<file path="src/rtl/sram_ctrl_pkg.sv">
// Shared widths and the request bundle for the sram6t128x48 initiator.
package sram_ctrl_pkg;

    localparam int SRAM_ADDR_W     = 7;
    localparam int SRAM_DATA_W     = 48;
    localparam int SRAM_BYTES      = 6;
    localparam int SRAM_RESP_DEPTH = 4;
    // Bits covered by one write-mask bit.
    localparam int SRAM_LANE_W     = SRAM_DATA_W / SRAM_BYTES;

    typedef struct packed {
        logic                   write;
        logic [SRAM_ADDR_W-1:0] addr;
        logic [SRAM_DATA_W-1:0] wdata;
        logic [SRAM_BYTES-1:0]  wmask;
    } sram_req_t;

endpackage

</file>
<file path="src/rtl/sram_resp_fifo.sv">
// Small in-order synchronous FIFO; occupancy tracked by a count so that
// full and empty are unambiguous, pointers wrap modulo DEPTH.
module sram_resp_fifo #(
    parameter int DEPTH = 4,
    parameter int WIDTH = 48
) (
    input  logic                       clk,
    input  logic                       reset,
    input  logic                       push,
    input  logic [WIDTH-1:0]           wdata,
    input  logic                       pop,
    output logic [WIDTH-1:0]           rdata,
    output logic [$clog2(DEPTH+1)-1:0] count,
    output logic                       full,
    output logic                       empty
);

    localparam int PW = (DEPTH > 1) ? $clog2(DEPTH) : 1;
    localparam int CW = $clog2(DEPTH + 1);

    logic [WIDTH-1:0] mem [DEPTH];
    logic [PW-1:0]    wr_ptr;
    logic [PW-1:0]    rd_ptr;
    logic             do_push;
    logic             do_pop;

    function automatic logic [PW-1:0] bump(input logic [PW-1:0] p);
        return (p == PW'(DEPTH - 1)) ? '0 : p + 1'b1;
    endfunction

    assign full    = (count == CW'(DEPTH));
    assign empty   = (count == '0);
    assign do_pop  = pop & ~empty;
    // A push into a full FIFO is only taken when the head leaves in the same cycle.
    assign do_push = push & (~full | do_pop);
    assign rdata   = mem[rd_ptr];

    // Pointer and occupancy bookkeeping.
    always_ff @(posedge clk) begin
        if (reset) begin
            wr_ptr <= '0;
            rd_ptr <= '0;
            count  <= '0;
        end else begin
            if (do_push) wr_ptr <= bump(wr_ptr);
            if (do_pop)  rd_ptr <= bump(rd_ptr);
            case ({do_push, do_pop})
                2'b10:   count <= count + 1'b1;
                2'b01:   count <= count - 1'b1;
                default: ;
            endcase
        end
    end

    // Storage array; contents need no reset because count gates visibility.
    always_ff @(posedge clk) begin
        if (do_push) mem[wr_ptr] <= wdata;
    end

endmodule

</file>
<file path="src/rtl/sram_req_ctrl.sv">
// Initiator-side controller for sram6t128x48 macros: registers SRAM pins
// from accepted requests and returns read data in order through a FIFO.
//
// Handshakes: a transfer happens on a rising clk edge where valid and ready
// are both high; valid never waits for ready, and ready here is a function of
// registered state only (no path from resp_ready or req_valid into req_ready).
module sram_req_ctrl
    import sram_ctrl_pkg::*;
#(
    parameter int ADDR_W     = SRAM_ADDR_W,
    parameter int DATA_W     = SRAM_DATA_W,
    parameter int BYTES      = SRAM_BYTES,
    parameter int RESP_DEPTH = SRAM_RESP_DEPTH
) (
    input  logic              clk,
    input  logic              reset,
    input  logic              req_valid,
    output logic              req_ready,
    input  logic              req_write,
    input  logic [ADDR_W-1:0] req_addr,
    input  logic [DATA_W-1:0] req_wdata,
    input  logic [BYTES-1:0]  req_wmask,
    output logic              resp_valid,
    input  logic              resp_ready,
    output logic [DATA_W-1:0] resp_rdata,
    output logic [ADDR_W-1:0] sram_a,
    output logic              sram_csb,
    output logic              sram_web,
    output logic              sram_oeb,
    output logic [BYTES-1:0]  sram_wbm,
    output logic [DATA_W-1:0] sram_i,
    input  logic [DATA_W-1:0] sram_o
);

    localparam int OW = $clog2(RESP_DEPTH + 1);

    logic          accept;
    logic          rd_accept;
    logic          resp_fire;
    logic          rd_p1;       // read is on the pins, SRAM samples next edge
    logic          rd_p2;       // read data is on sram_o, captured next edge
    logic [OW-1:0] outstanding; // reads in the pipeline plus FIFO entries
    logic [OW-1:0] fifo_count;
    logic          fifo_full;
    logic          fifo_empty;

    // Credits cover every read that could still land in the FIFO, so it cannot overflow.
    assign req_ready  = ~reset & (outstanding < OW'(RESP_DEPTH));
    assign accept     = req_valid & req_ready;
    assign rd_accept  = accept & ~req_write;
    assign resp_valid = ~fifo_empty;
    assign resp_fire  = resp_valid & resp_ready;
    assign sram_oeb   = 1'b0;

    // SRAM pin register: select only in cycles following an accept; address and data hold.
    always_ff @(posedge clk) begin
        if (reset) begin
            sram_csb <= 1'b1;
            sram_web <= 1'b1;
            sram_a   <= '0;
            sram_wbm <= '0;
            sram_i   <= '0;
        end else if (accept) begin
            sram_csb <= 1'b0;
            sram_web <= ~req_write;
            sram_a   <= req_addr;
            if (req_write) begin
                sram_wbm <= req_wmask;
                sram_i   <= req_wdata;
            end else begin
                sram_wbm <= '0;
            end
        end else begin
            sram_csb <= 1'b1;
        end
    end

    // Read flag travels alongside the pins so the FIFO captures sram_o at the right edge.
    always_ff @(posedge clk) begin
        if (reset) begin
            rd_p1 <= 1'b0;
            rd_p2 <= 1'b0;
        end else begin
            rd_p1 <= rd_accept;
            rd_p2 <= rd_p1;
        end
    end

    // Credit counter: up on read accept, down on response handshake.
    always_ff @(posedge clk) begin
        if (reset) begin
            outstanding <= '0;
        end else begin
            case ({rd_accept, resp_fire})
                2'b10:   outstanding <= outstanding + 1'b1;
                2'b01:   outstanding <= outstanding - 1'b1;
                default: ;
            endcase
        end
    end

    sram_resp_fifo #(
        .DEPTH (RESP_DEPTH),
        .WIDTH (DATA_W)
    ) u_resp_fifo (
        .clk   (clk),
        .reset (reset),
        .push  (rd_p2),
        .wdata (sram_o),
        .pop   (resp_ready),
        .rdata (resp_rdata),
        .count (fifo_count),
        .full  (fifo_full),
        .empty (fifo_empty)
    );

    // Invariants: credits equal in-flight reads plus queued data, and captures never hit a full FIFO.
    always_ff @(posedge clk) begin
        if (!reset) begin
            assert (outstanding == fifo_count + OW'(rd_p1) + OW'(rd_p2));
            assert (!(fifo_full && rd_p2 && !resp_ready));
        end
    end

endmodule
</file>
<file path="config.mk">
export PLATFORM = sky130hd
export DESIGN_NAME = sram_req_ctrl
export DESIGN_NICKNAME = d
export VERILOG_FILES = /design/src/rtl/sram_ctrl_pkg.sv /design/src/rtl/sram_resp_fifo.sv /design/src/rtl/sram_req_ctrl.sv
export SDC_FILE = /design/constraint.sdc
export NUM_CORES = 1
export LEC_CHECK = 0
export CAP_MARGIN = 20
export CORE_MARGIN = 5
export CORE_UTILIZATION = 45
export DETAILED_ROUTE_END_ITERATION = 8
export PLACE_DENSITY = 0.76
export SKIP_CTS_REPAIR_TIMING = 1
export SYNTH_ARGS = -nofsm -noshare
export SYNTH_HDL_FRONTEND = slang
export SYNTH_SLANG_ARGS = --single-unit
</file>
<file path="constraint.sdc">
create_clock -name clk -period 2.1 [get_ports clk]
set_clock_uncertainty 0.05 [all_clocks]
set_input_delay 0.42 -clock clk [delete_from_list [all_inputs] [get_ports clk]]
set_output_delay 0.42 -clock clk [all_outputs]
set_load 0.01 [all_outputs]
</file>
# Word level (Yosys, flattened, before mapping)
# Memories as Yosys holds them, arrays and structs flattened. A register that Yosys moved wholly into a read port is not among the register bits.
# Cells that the tools add are included.
# W data, S select, Z words.
word_totals:
  ram_bits: 192
  reg_bits: 75
  n_memories: 1
op_classes:
  n_bitwise: 10
  muxes: 10
  n_eq_ne: 7
  reduce_logical: 4
  add_sub_neg: 6
  order_cmp: 1
memory_table:
  columns: ["memory", "depth", "width", "read_ports", "rd_ports_with_merged_regs", "write_ports", "line", "source"]
  rows:
  - ["u_resp_fifo.mem", 4, 48, 1, 1, 1, "sram_resp_fifo.sv:21", "logic [WIDTH-1:0] mem [DEPTH];"]
ops:
  columns: ["op", "n"]
  rows:
  - ["$pmux W3 S2", 2]
  - ["$eq A2 B2 Y1 const B", 4]
  - ["$mux W2", 4]
  - ["$add A3 B1 Y3 const B", 2]
  - ["$mux W6", 1]
  - ["$sub A3 B1 Y3 const B", 2]
  - ["$and A1 B1 Y1", 5]
  - ["$add A2 B1 Y2 const B", 2]
  - ["$eq A2 B1 Y1 const B", 2]
  - ["$not A1 Y1", 4]
  - ["$reduce_bool A2 Y1", 2]
  - ["$eq A3 B3 Y1 const B", 1]
  - ["$logic_not A3 Y1", 1]
  - ["$lt A3 B3 Y1 const B", 1]
  - ["$mux W1", 3]
  - ["$reduce_and A2 Y1", 1]
  - ["$or A1 B1 Y1", 1]

# Longest topological paths before layout
depth:
  depth_word: 7
  ltp_mapped: 11

# Cells and area by module
# Synthesis repeated with hierarchy kept, for this count alone.
hier_totals:
  cells_unflattened: 602
  area_unflattened_um2: 9873.2
by_module_without_submodules:
  columns: ["module", "cells_per_inst", "seq_area_each_um2", "instances", "area_each_um2"]
  rows:
  - ["sram_resp_fifo", 302, 5945.7, 1, 7397.1]
  - ["sram_req_ctrl", 300, 1361.3, 1, 2476.1]

# Worst setup path after synthesis
# OpenSTA, ideal clock, no wires.
synth_path:
  path_type: "input to register"
  start: "in resp_ready"
  end: "mem u_resp_fifo.mem[0][0], enable pin"
  path_buffers: 0
  path_stages: 2
  setup_slack_ps: -193
  setup_time_ps: 410
  t_arrival_ps: 1833
  t_required_ps: 1640
  path_cell_list: "o41a_1 -> and2_1"
synth_between:
  elab_chain_cells: 5
synth_rtl:
  columns: ["item", "line", "source"]
  rows:
  - ["start: declaration", "sram_req_ctrl.sv:24", "input logic resp_ready,"]
  - ["$and A1 B1 Y1", "sram_resp_fifo.sv:33", "assign do_pop = pop & ~empty;"]
  - ["$or A1 B1 Y1", "sram_resp_fifo.sv:35", "assign do_push = push & (~full | do_pop);"]
  - ["$and A1 B1 Y1", "sram_resp_fifo.sv:35", null]
  - ["$mux W1", "sram_resp_fifo.sv:57", "if (do_push) mem[wr_ptr] <= wdata;"]
  - ["$mux W1 (not written as such)", "sram_resp_fifo.sv:57", null]
  - ["end: declaration", "sram_resp_fifo.sv:21", null]
# Every way passes these cells.

==> metrics <==
drt pass-1 iters 4; crit share post-route 1.16; CTS tree done; I/O pin total 228; Hold Path Origin reset; antenna viol nets, final 0; Post-synth EDFFs 192; launch point of the worst reg-to-reg path u_resp_fifo.count[0]; VDD IR max 0.619 mV; post-DP HPWL 14700 µm; final count of pins violating max slew 0; Syn Area/Cell 16.6 µm²; post-synthesis sequential area ratio 0.745; ant diodes 0; largest net degree at the start of global routing 75; Mapped Cells 592; Synth Warn # 0; Tot GR Track Use 0.171; Worst R2R End u_resp_fifo.count[2]; nets 1006; Initial DRC Count 236; routed wire length 22600 µm; Cell Area, Synth 9810 µm²; worst hold margin 0.159 ns; htree depth 1; layout cells sized above 1 0.248; Slowest Stage Delay on Critical Path 0.52 ns; crit end category output port; syn_nets 715; Reg area 7310 µm²; Clock Path Buffers 3; async set-reset flop share out of synthesis 0; Leak Pwr 0.00482 µW; R2R depth 8; initial antenna violation count 0; Hold Path Depth 4; Worst Path Arrival 1.97 ns; final hold vios 0; via count 6039; Least-Margin Pin Slew 0.747 ns; port bufs 226; die area 24900 µm²; MaxCap Viol Count 0; slack of the critical path -0.344 ns; Tmin final 2.44 ns; delay-heaviest family, CP multiplexers; CP Buf/Inv Count 4; GPL Wtd Cong 0.779; clk slew on worst S/H paths 0.06 ns; Die Height 158 µm; Initial Utilization 0.454; vias per cell 5.10; total clock sinks 269; R2R setup slack 0.01 ns; max_slew headroom 0.502; CP dominant cell by count buf_6; Distinct cells, synth 32; Hold Path End rd_p1; CTS Buf Count 28; failing checks negative setup slack; Fillers 1571; CP max stage cell mux4_2; DRC 0; Remaining Overflow, GRT 0; Primary FF master, synth edfxtp_1; #FFs+latches synth 269; first-pass GRT wire length 33300 µm; Power, Total 11800 µW; clk_lat worst skew 0.53 ns; critical path peak fanout 6; Fmax 409 MHz; P&R area growth vs syn 41.5%; WS Path Type reg -> out; WP data required 1.63 ns; std cell rows 54; PD cells 852 nW/µm²; Final Setup Violations 48; RSZ-0062 raised after global routing true; multi-input logic area 2300 µm²; status finished, violations left; worst hold path class in -> reg; routed len/inst 19.1 µm; Die X 158 µm; non-filler cells, final 1185; Root Driver clkbuf_16; vias in the first global route 6145; crit-path cells buf_6, buf_12, buf_6, mux4_2, buf_6; DP Cell Count 1102; startpoint types register; Core Area 21600 µm²
==> cell usage after synthesis (2+ instances only) <==
library cell | instances | area, µm²
edfxtp_1 | 192 | 5770
nand2_1 | 111 | 417
dfxtp_1 | 77 | 1540
a21oi_1 | 53 | 265
mux4_2 | 48 | 1080
nor2_1 | 16 | 60.1
inv_1 | 12 | 45.0
buf_2 | 10 | 50.1
buf_4 | 10 | 75.1
clkbuf_1 | 9 | 33.8
ha_1 | 7 | 87.6
nand3b_1 | 7 | 52.6
a22oi_1 | 6 | 45.0
and2_1 | 4 | 25.0
xor2_1 | 4 | 35.0
nand2b_1 | 3 | 18.8
o21ai_0 | 3 | 15.0
or3_1 | 3 | 18.8
buf_6 | 2 | 22.5
fa_1 | 2 | 40.0
mux2i_1 | 2 | 20.0
==> final cells by class <==
type | count | area share
Timing Repair Buffer | 292 | 0.214
Multi-Input combinational cell | 279 | 0.165
Tap cell | 280 | 0.0252
Clock inverter | 8 | 0.00595
Inverter | 13 | 0.00352
Clock buffer | 44 | 0.0594
Sequential cell | 269 | 0.527
==> metal layers <==
| layer | global-route usage | vias to the layer above | share of wire |
|---|---|---|---|
| li1 | - | 2781 | - |
| met2 | 0.284 | 264 | 0.49 |
| met1 | 0.219 | 2969 | 0.39 |
| met4 | 0.0320 | 0 | 0.013 |
| met5 | 0 | - | 0 |
| met3 | 0.0645 | 25 | 0.11 |
==> logic make-up (layout without fill, tap and decap cells) <==
logic type | after synthesis | count (layout) | share of synthesized area
flip-flops | 269 | 269 | 0.745
AND/OR/NAND/NOR | 150 | 150 | 0.0663
AO/OA/AOI/OAI | 64 | 64 | 0.0351
multiplexers | 51 | 51 | 0.113
buffers and inverters | 44 | 357 | 0.0235
adder cells (fa/ha/maj) | 9 | 9 | 0.0130
XOR/XNOR | 4 | 4 | 0.00357
other | 1 | 1 | 0.000382
==> registers in the layout (all words and copies together) (netlist names), named ones only <==
| signal | flops |
|---|---|
| u_resp_fifo.mem | 192 |
| sram_i | 48 |
| sram_a | 7 |
| sram_wbm | 6 |
| outstanding | 3 |
| u_resp_fifo.count | 3 |
| u_resp_fifo.rd_ptr | 2 |
| u_resp_fifo.wr_ptr | 2 |
| rd_p1 | 1 |
| rd_p2 | 1 |
| sram_csb | 1 |
| sram_web | 1 |
==> worst reg2reg max path, stage by stage, from the launching register on <==
cell and delay, ns:
dfxtp_2 0.32, o41a_1 0.44, inv_1 0.07, ha_2 0.17, inv_1 0.05, fa_2 0.33, xor2_1 0.16, or3_1 0.31
a21oi_1 0.12
==> power breakdown <==
group	switching [µW]	internal [µW]	total, µW
combinational	498	765	1260
clock	1930	2830	4750
sequential	46.2	5770	5810
total	2470	9360	11800
==> how the worst max path moves through the flow <==
stage,to,slack [ns],depth (start not counted)
floorplan,u_resp_fifo.count[2],-0.04,8
global placement,u_resp_fifo.count[2],-0.41,9
detailed placement,u_resp_fifo.count[2],-0.50,9
CTS,resp_rdata[5],-0.60,3
global route,resp_rdata[28],-0.42,5
finish,resp_rdata[28],-0.34,5
==> stage by stage <==
stage | util | worst slack [ns] | cell area, µm² | setup TNS (ns)
floorplan | - | -0.0375 | 9830 | -0.0388
detailed placement | 0.586 | -0.503 | 12700 | -14.51
CTS | 0.628 | -0.604 | 13600 | -27.20
global placement | 0.586 | -0.415 | 12700 | -7.43
finish | 0.642 | -0.344 | 13900 | -11.43
global route | 0.642 | -0.416 | 13900 | -14.90
==> layout by cell type (no fill, tap or decap), types with 3 or more instances in the layout <==
cell type	synthesis	layout
dfxtp_1	77	73
clkbuf_8	0	4
clkbuf_1	9	9
buf_6	2	48
nand3b_1	7	7
clkbuf_16	0	31
a22oi_1	6	6
ha_1	7	5
nand2b_1	3	3
inv_1	12	11
o21ai_0	3	3
buf_4	10	25
or3_1	3	3
buf_8	0	3
nand2_1	111	111
dfxtp_2	0	3
clkbuf_2	0	25
mux4_2	48	48
clkinv_2	0	5
and2_2	0	4
clkdlybuf4s50_1	0	175
a21oi_1	53	53
xor2_1	4	4
edfxtp_1	192	192
buf_12	0	12
nor2_1	16	15
No activity file was read; power rests on OpenSTA's default activity.
